--- config.mk ---
export PLATFORM = sky130hd
export DESIGN_NAME = usb_rx_rcu
export DESIGN_NICKNAME = d
export VERILOG_FILES = /design/src/rtl/usb_rx_pkg.sv /design/src/rtl/rx_bit_timer.sv /design/src/rtl/usb_rx_rcu.sv
export SDC_FILE = /design/constraint.sdc
export NUM_CORES = 1
export LEC_CHECK = 0
export CAP_MARGIN = 20
export CORE_ASPECT_RATIO = 0.75
export CORE_MARGIN = 3
export CORE_UTILIZATION = 30
export DETAILED_ROUTE_END_ITERATION = 8
export GPL_ROUTABILITY_DRIVEN = 0
export GPL_TIMING_DRIVEN = 0
export PLACE_DENSITY = 0.61
export REMOVE_ABC_BUFFERS = 1
export SYNTH_ARGS = -nofsm -noshare
export SYNTH_HDL_FRONTEND = slang
export SYNTH_SLANG_ARGS = --single-unit
--- constraint.sdc ---
create_clock -name clk -period 1.7 [get_ports clk]
set_input_delay 0.34 -clock clk [delete_from_list [all_inputs] [get_ports clk]]
set_output_delay 0.34 -clock clk [all_outputs]
set_load 0.05 [all_outputs]
--- src/rtl/usb_rx_pkg.sv ---
// Shared types and default timing constants for the USB full-speed receive control unit.
// Timing constants assume a 96 MHz core clock sampling a 12 Mbps line.
package usb_rx_pkg;

    typedef enum logic [2:0] {
        IDLE      = 3'd0,
        SYNC_RX   = 3'd1,
        SYNC_CHK  = 3'd2,
        DATA_RX   = 3'd3,
        STORE     = 3'd4,
        EOP_WAIT  = 3'd5,
        ERR_DRAIN = 3'd6
    } rcu_state_t;

    localparam logic [7:0] USB_SYNC_BYTE    = 8'h80;
    localparam int         USB_CLKS_PER_BIT = 8;
    localparam int         USB_SAMPLE_PHASE = 3;

endpackage

--- src/rtl/rx_bit_timer.sv ---
// Bit timer: cycle counter producing the sample strobe, plus a bit counter and registered byte-wrap flag.
// Strobe is combinational from count/enable; byte_done_o lags the 8th strobe by one cycle; no backpressure.
module rx_bit_timer
    import usb_rx_pkg::*;
#(
    parameter int CLKS_PER_BIT = USB_CLKS_PER_BIT,
    parameter int SAMPLE_PHASE = USB_SAMPLE_PHASE
) (
    input  logic       clk,
    input  logic       rst,
    input  logic       enable_i,
    input  logic       clear_i,
    input  logic       resync_i,
    output logic       shift_enable_o,
    output logic       byte_done_o,
    output logic [2:0] bit_cnt_o
);

    localparam int CW = $clog2(CLKS_PER_BIT);

    logic [CW-1:0] cnt_q, cnt_d;
    logic [2:0]    bit_q, bit_d;
    logic          done_q, done_d;
    logic          strobe;

    assign strobe = enable_i && (cnt_q == CW'(SAMPLE_PHASE));

    always_comb begin
        cnt_d  = cnt_q;
        bit_d  = bit_q;
        done_d = 1'b0;
        if (clear_i) begin
            cnt_d = '0;
            bit_d = '0;
        end else if (enable_i) begin
            // A resync edge restarts the bit period but leaves the bit position alone.
            if (resync_i || (cnt_q == CW'(CLKS_PER_BIT - 1))) begin
                cnt_d = '0;
            end else begin
                cnt_d = cnt_q + CW'(1);
            end
            if (strobe) begin
                bit_d  = bit_q + 3'd1;
                done_d = (bit_q == 3'd7);
            end
        end
    end

    always_ff @(posedge clk) begin
        if (rst) begin
            cnt_q  <= '0;
            bit_q  <= '0;
            done_q <= 1'b0;
        end else begin
            cnt_q  <= cnt_d;
            bit_q  <= bit_d;
            done_q <= done_d;
        end
    end

    assign shift_enable_o = strobe;
    assign byte_done_o    = done_q;
    assign bit_cnt_o      = bit_q;

endmodule

--- src/rtl/usb_rx_rcu.sv ---
// USB FS receive control unit: SYNC check, per-byte FIFO write strobe, sticky framing error (Moore outputs).
// w_enable fires 2 cycles after a byte's 8th strobe; no backpressure. USB_RX_RESYNC_EN: d_edge realigns bit timer.
module usb_rx_rcu
    import usb_rx_pkg::*;
#(
    parameter int         CLKS_PER_BIT = USB_CLKS_PER_BIT,
    parameter int         SAMPLE_PHASE = USB_SAMPLE_PHASE,
    parameter logic [7:0] SYNC_BYTE    = USB_SYNC_BYTE
) (
    input  logic       clk,
    input  logic       rst,
    input  logic       d_edge,
    input  logic       eop,
    input  logic [7:0] rcv_data,
    output logic       shift_enable,
    output logic       rcving,
    output logic       w_enable,
    output logic       r_error
);

    rcu_state_t state_q, state_d;
    logic       r_error_q, r_error_d;
    logic       tmr_enable;
    logic       tmr_clear;
    logic       tmr_resync;
    logic       byte_done;
    logic [2:0] bit_cnt;
    logic       eop_sample;

    assign tmr_enable = (state_q == SYNC_RX) || (state_q == SYNC_CHK) || (state_q == DATA_RX) ||
                        (state_q == STORE)   || (state_q == ERR_DRAIN);

`ifdef USB_RX_RESYNC_EN
    assign tmr_resync = d_edge &&
                        ((state_q == SYNC_RX) || (state_q == DATA_RX) || (state_q == ERR_DRAIN));
`else
    assign tmr_resync = 1'b0;
`endif

    rx_bit_timer #(
        .CLKS_PER_BIT(CLKS_PER_BIT),
        .SAMPLE_PHASE(SAMPLE_PHASE)
    ) u_timer (
        .clk           (clk),
        .rst           (rst),
        .enable_i      (tmr_enable),
        .clear_i       (tmr_clear),
        .resync_i      (tmr_resync),
        .shift_enable_o(shift_enable),
        .byte_done_o   (byte_done),
        .bit_cnt_o     (bit_cnt)
    );

    assign eop_sample = eop && shift_enable;

    always_comb begin
        state_d   = state_q;
        r_error_d = r_error_q;
        tmr_clear = 1'b0;
        case (state_q)
            IDLE: begin
                if (d_edge) begin
                    state_d   = SYNC_RX;
                    r_error_d = 1'b0;
                    tmr_clear = 1'b1;
                end
            end
            SYNC_RX: begin
                if (eop_sample) begin
                    state_d   = ERR_DRAIN;
                    r_error_d = 1'b1;
                end else if (byte_done) begin
                    state_d = SYNC_CHK;
                end
            end
            SYNC_CHK: begin
                if (rcv_data == SYNC_BYTE) begin
                    state_d = DATA_RX;
                end else begin
                    state_d   = ERR_DRAIN;
                    r_error_d = 1'b1;
                end
            end
            DATA_RX: begin
                // SE0 is only a clean end when it lands exactly on a byte boundary.
                if (eop_sample) begin
                    if (bit_cnt == 3'd0) begin
                        state_d = EOP_WAIT;
                    end else begin
                        state_d   = ERR_DRAIN;
                        r_error_d = 1'b1;
                    end
                end else if (byte_done) begin
                    state_d = STORE;
                end
            end
            STORE: begin
                state_d = DATA_RX;
            end
            ERR_DRAIN: begin
                if (eop_sample) begin
                    state_d = EOP_WAIT;
                end
            end
            EOP_WAIT: begin
                if (d_edge) begin
                    state_d = IDLE;
                end
            end
            default: begin
                state_d = IDLE;
            end
        endcase
    end

    always_ff @(posedge clk) begin
        if (rst) begin
            state_q   <= IDLE;
            r_error_q <= 1'b0;
        end else begin
            state_q   <= state_d;
            r_error_q <= r_error_d;
        end
    end

    assign rcving   = (state_q != IDLE);
    assign w_enable = (state_q == STORE);
    assign r_error  = r_error_q;

endmodule

==> impl_results.md <==
- Setup violation total in the final timing report: 0
- Number of non-filler instances in the completed layout: 145
- Transition time at the pin with the least slew margin: 0.489 ns
- Overall routing resource usage: 10.9%
- Std-Cell Rows: 14
- Highest net fanout along the worst path: 17
- Seq cells post-synth: 11
- Largest stage delay, worst path: 0.41 ns
- Hold Path Depth: 2
- Maximum number of pins on one net before global-route repair: 19
- Cell with the most instances on the worst path: inv_2
- Standby leakage power: 0.000413 uW
- # diodes: 0
- Drc violations: 0
- Reg2reg start: u_timer.cnt_q[0]$_SDFFE_PP0P_
- Height of the die: 49.0 um
- CTS Buf Count: 3
- Clock edge transition at the registers on the reported setup and hold paths: 0.08 ns
- Most common flop cell mapped by yosys: dfxtp_1
- Proportion of netlist area held by the largest area contributor: 29.8%
- Count of max-cap constraint violations: 0
- Number of instances in the synthesized netlist: 90
- Required @ worst endpoint: 1.36 ns
- Max-Slew Margin vs Limit: 67.5%
- Count of buffering cells on the critical path with inverters included: 3
- CP Launch Type: flop
- Post-DR wirelength/cell: 11.7 um
- Initial Utilization: 34.0%
- Placement-stage cell area: 895 sq um
- Number of vias per cell after detailed routing: 4.92
- Highest clock rate: 612 MHz
- Layout cell share with drive strength beyond 1: 25.7%
- Number of enable flip-flop cells after synthesis: 0
- Switch Pwr: 772 uW
- Beginning of the critical path: state_q[0]$_SDFFE_PP0P_
- First-pass DRT Iterations: 4
- Status: complete, no violations
- Critical path's top delay family: flip-flops
- Number of antenna violations at the first check in global routing: 0
- CP endpoint: shift_enable
- Global-route wire length before repair: 2690 um
- Met1 wire length: 834 um
- Count of placed standard cells including taps: 132
- Classification of the worst-slack hold path: flop to flop
- TritonCTS clock tree: yes
- Number of synthesis warnings: 0
- Async set-reset flop share out of synthesis: 0%
- List of cells traversed by the critical path: nor3_4 > inv_2 > nand3_4 > inv_2 > buf_8
- Power per cell area: 1600 mW/mm^2
- Area added between synthesis and finish: 39.5%
- Total detailed-routing wirelength: 1700 um
- Post-Layout Inst Area: 0.00103 sq mm
- Worst setup skew after layout: 0.00325 ns
- Cell at the root of the clock tree: clkbuf_4
- Critical Path End Type: output pin
- Proportion of power drawn by flip-flops and latches: 32.0%
- Sinks on the clock net: 11
- Post-synth cell types: 35
- Crit Reg-Reg Endpoint: state_q[2]$_SDFFE_PP0P_
- Cell type with the largest total area after synthesis: dfxtp_1
- Number of antenna-violating nets in the routed design: 0
- Power share of the clock group: 11.2%
- Vias in the first global route: 594
- Path length in cells of the critical path: 5
- Die area: 0.00310 sq mm
- Routed length on met3: 102 um
- Area of the mapped netlist: 738 sq um
- Period utilization: 96.1%
- Total Nets Final: 132
- First-iteration detailed-routing DRC count: 47
- Hold violation count in the final report: 0
- Half-perimeter wire length after detailed placement: 1180 um
- Total I/O pin count: 16
- Syn_area_per_cell: 8.20 sq um
- Core ar.: 0.00217 sq mm
- Worst hold slack: 0.481 ns
- Remaining global-route overflow: 0
- Die extent in x: 63.3 um
- Setup Crit Path Kind: flop to output pin
- Cell-internal power: 877 uW
- CP Data Arrival Time: 1.29 ns
- Highest ir drop seen on vdd: 0.000556 V
- Pwr Total: 1650 uW
- Reg2Reg Depth: 6
- Cells taking the most area after synthesis: dfxtp_1 (30%), ha_1 (10%), nor3_1 (6.8%), nor2_1 (5.1%), a211oi_1 (4.1%)
- Worst R2R Setup Slack: 0.18 ns
- Clock H-tree levels: 1
- Uppermost routed layer: met3
- Proportion of power drawn by combinational gates: 56.9%
- Min cycle time layout: 1.63 ns
- Sequential element share of the synthesized area: 29.8%
- Max stage delay cell, worst path: dfxtp_4
- Met2 wire length: 765 um
- Vias post-DR: 713
- Proportion of total power due to net switching: 46.8%
- Later-pin clock latency in the skew report: 0.27 ns
- Final count of pins violating max slew: 0
- Total of buffers placed on input and output ports: 15
- Max clock buf depth: 2
[worst min-delay path, cell delays in order (launching register included)]
cell and delay (ns):
dfxtp_1 0.33, nand2_1 0.06, a21oi_1 0.05
[how the worst min path moves through the flow]
stage	from	endpoint	slack (ns)
3_3_place_gp	r_error$_SDFFE_PP0P_	r_error$_SDFFE_PP0P_	0.46
6_report	u_timer.bit_cnt_o[1]$_SDFFE_PP0P_	u_timer.bit_cnt_o[1]$_SDFFE_PP0P_	0.48
5_1_grt	u_timer.bit_cnt_o[1]$_SDFFE_PP0P_	u_timer.bit_cnt_o[1]$_SDFFE_PP0P_	0.52
3_5_place_dp	r_error$_SDFFE_PP0P_	r_error$_SDFFE_PP0P_	0.47
4_1_cts	u_timer.bit_cnt_o[1]$_SDFFE_PP0P_	u_timer.bit_cnt_o[1]$_SDFFE_PP0P_	0.48
2_1_floorplan	rst	state_q[0]$_SDFFE_PP0P_	0.41
[logic make-up (layout without fill, tap and decap cells)]
| kind of cell | count (synthesis) | in the layout | share of synthesized area, % |
|---|---|---|---|
| DFF | 11 | 11 | 29.8 |
| AOI/OAI and AO/OA | 20 | 20 | 20.7 |
| muxes | 2 | 2 | 2.71 |
| xor gates and xnor gates | 2 | 2 | 2.37 |
| adders and majority gates | 6 | 6 | 10.2 |
| buffers and inverters | 12 | 35 | 8.13 |
| and+or+nand+nor | 37 | 37 | 26.1 |
[metrics by stage]
stage          setup TNS [ns]  util, %  setup slack (ns)
3_5_place_dp            -1.58     41.2            -0.664
3_3_place_gp            -1.63     41.2            -0.657
5_1_grt               -0.0182     47.4           -0.0182
2_1_floorplan          -0.964        -            -0.437
4_1_cts               -0.0561     43.4           -0.0561
6_report                    0     47.4            0.0660
[layout by cell type, fill, tap and decap left out, types with 2 or more instances in the layout]
cell / count
o21ai_0: 2
clkdlybuf4s50_1: 11
nor3_1: 10
buf_4: 9
inv_2: 2
a211oi_1: 4
inv_1: 5
mux2i_1: 2
a21oi_1: 4
nand2_1: 6
buf_2: 2
nor2_1: 10
dfxtp_4: 3
ha_1: 4
nand3b_1: 2
a21oi_2: 2
clkbuf_4: 3
dfxtp_1: 7
[synthesized netlist by cell type, drive strengths merged, types with 2 or more instances]
master	instances
ha	6
a21oi	6
mux2i	2
nor3	11
inv	7
o21ai	2
nand2	6
nand3b	2
a211oi	4
buf	5
nor2	10
dfxtp	11
[what timing repair did]
action                                  in CTS  in global routing
buffers inserted                             1                  8
endpoints found under the setup margin       4                  2
hold buffers                                 0                  0
gates resized for setup                     27                  7
gates cloned                                 0                  0
pin swaps                                    0                  2
[flip-flops by register name (all words and copies together), names as in the netlist]
name                 flops
state_q                  3
u_timer.bit_cnt_o        3
u_timer.cnt_q            3
r_error                  1
u_timer.byte_done_o      1
[layout make-up]
class	count	area, sq um
inverter	7	26.3
clock buffer	3	22.5
timing repair buffer	24	211
clock inverter	1	5.00
fill	218	1140
multi-input combinational	67	492
tap	32	40.0
sequential	11	233
[power by group through the flow]
stage	Sequential, uW	Clock [uW]	Combinational, uW
2_1_floorplan	511	0	548
3_3_place_gp	510	0	750
3_5_place_dp	512	0	762
4_1_cts	532	195	750
5_1_grt	541	201	1020
6_report	527	184	937
[metal layers]
layer,global-route usage (%),up-vias
li1,-,370
met1,15.5,322
met2,14.0,21
met3,5.30,0
met4,3.23,0
met5,0,-
Power figures use the tool's default switching activity.
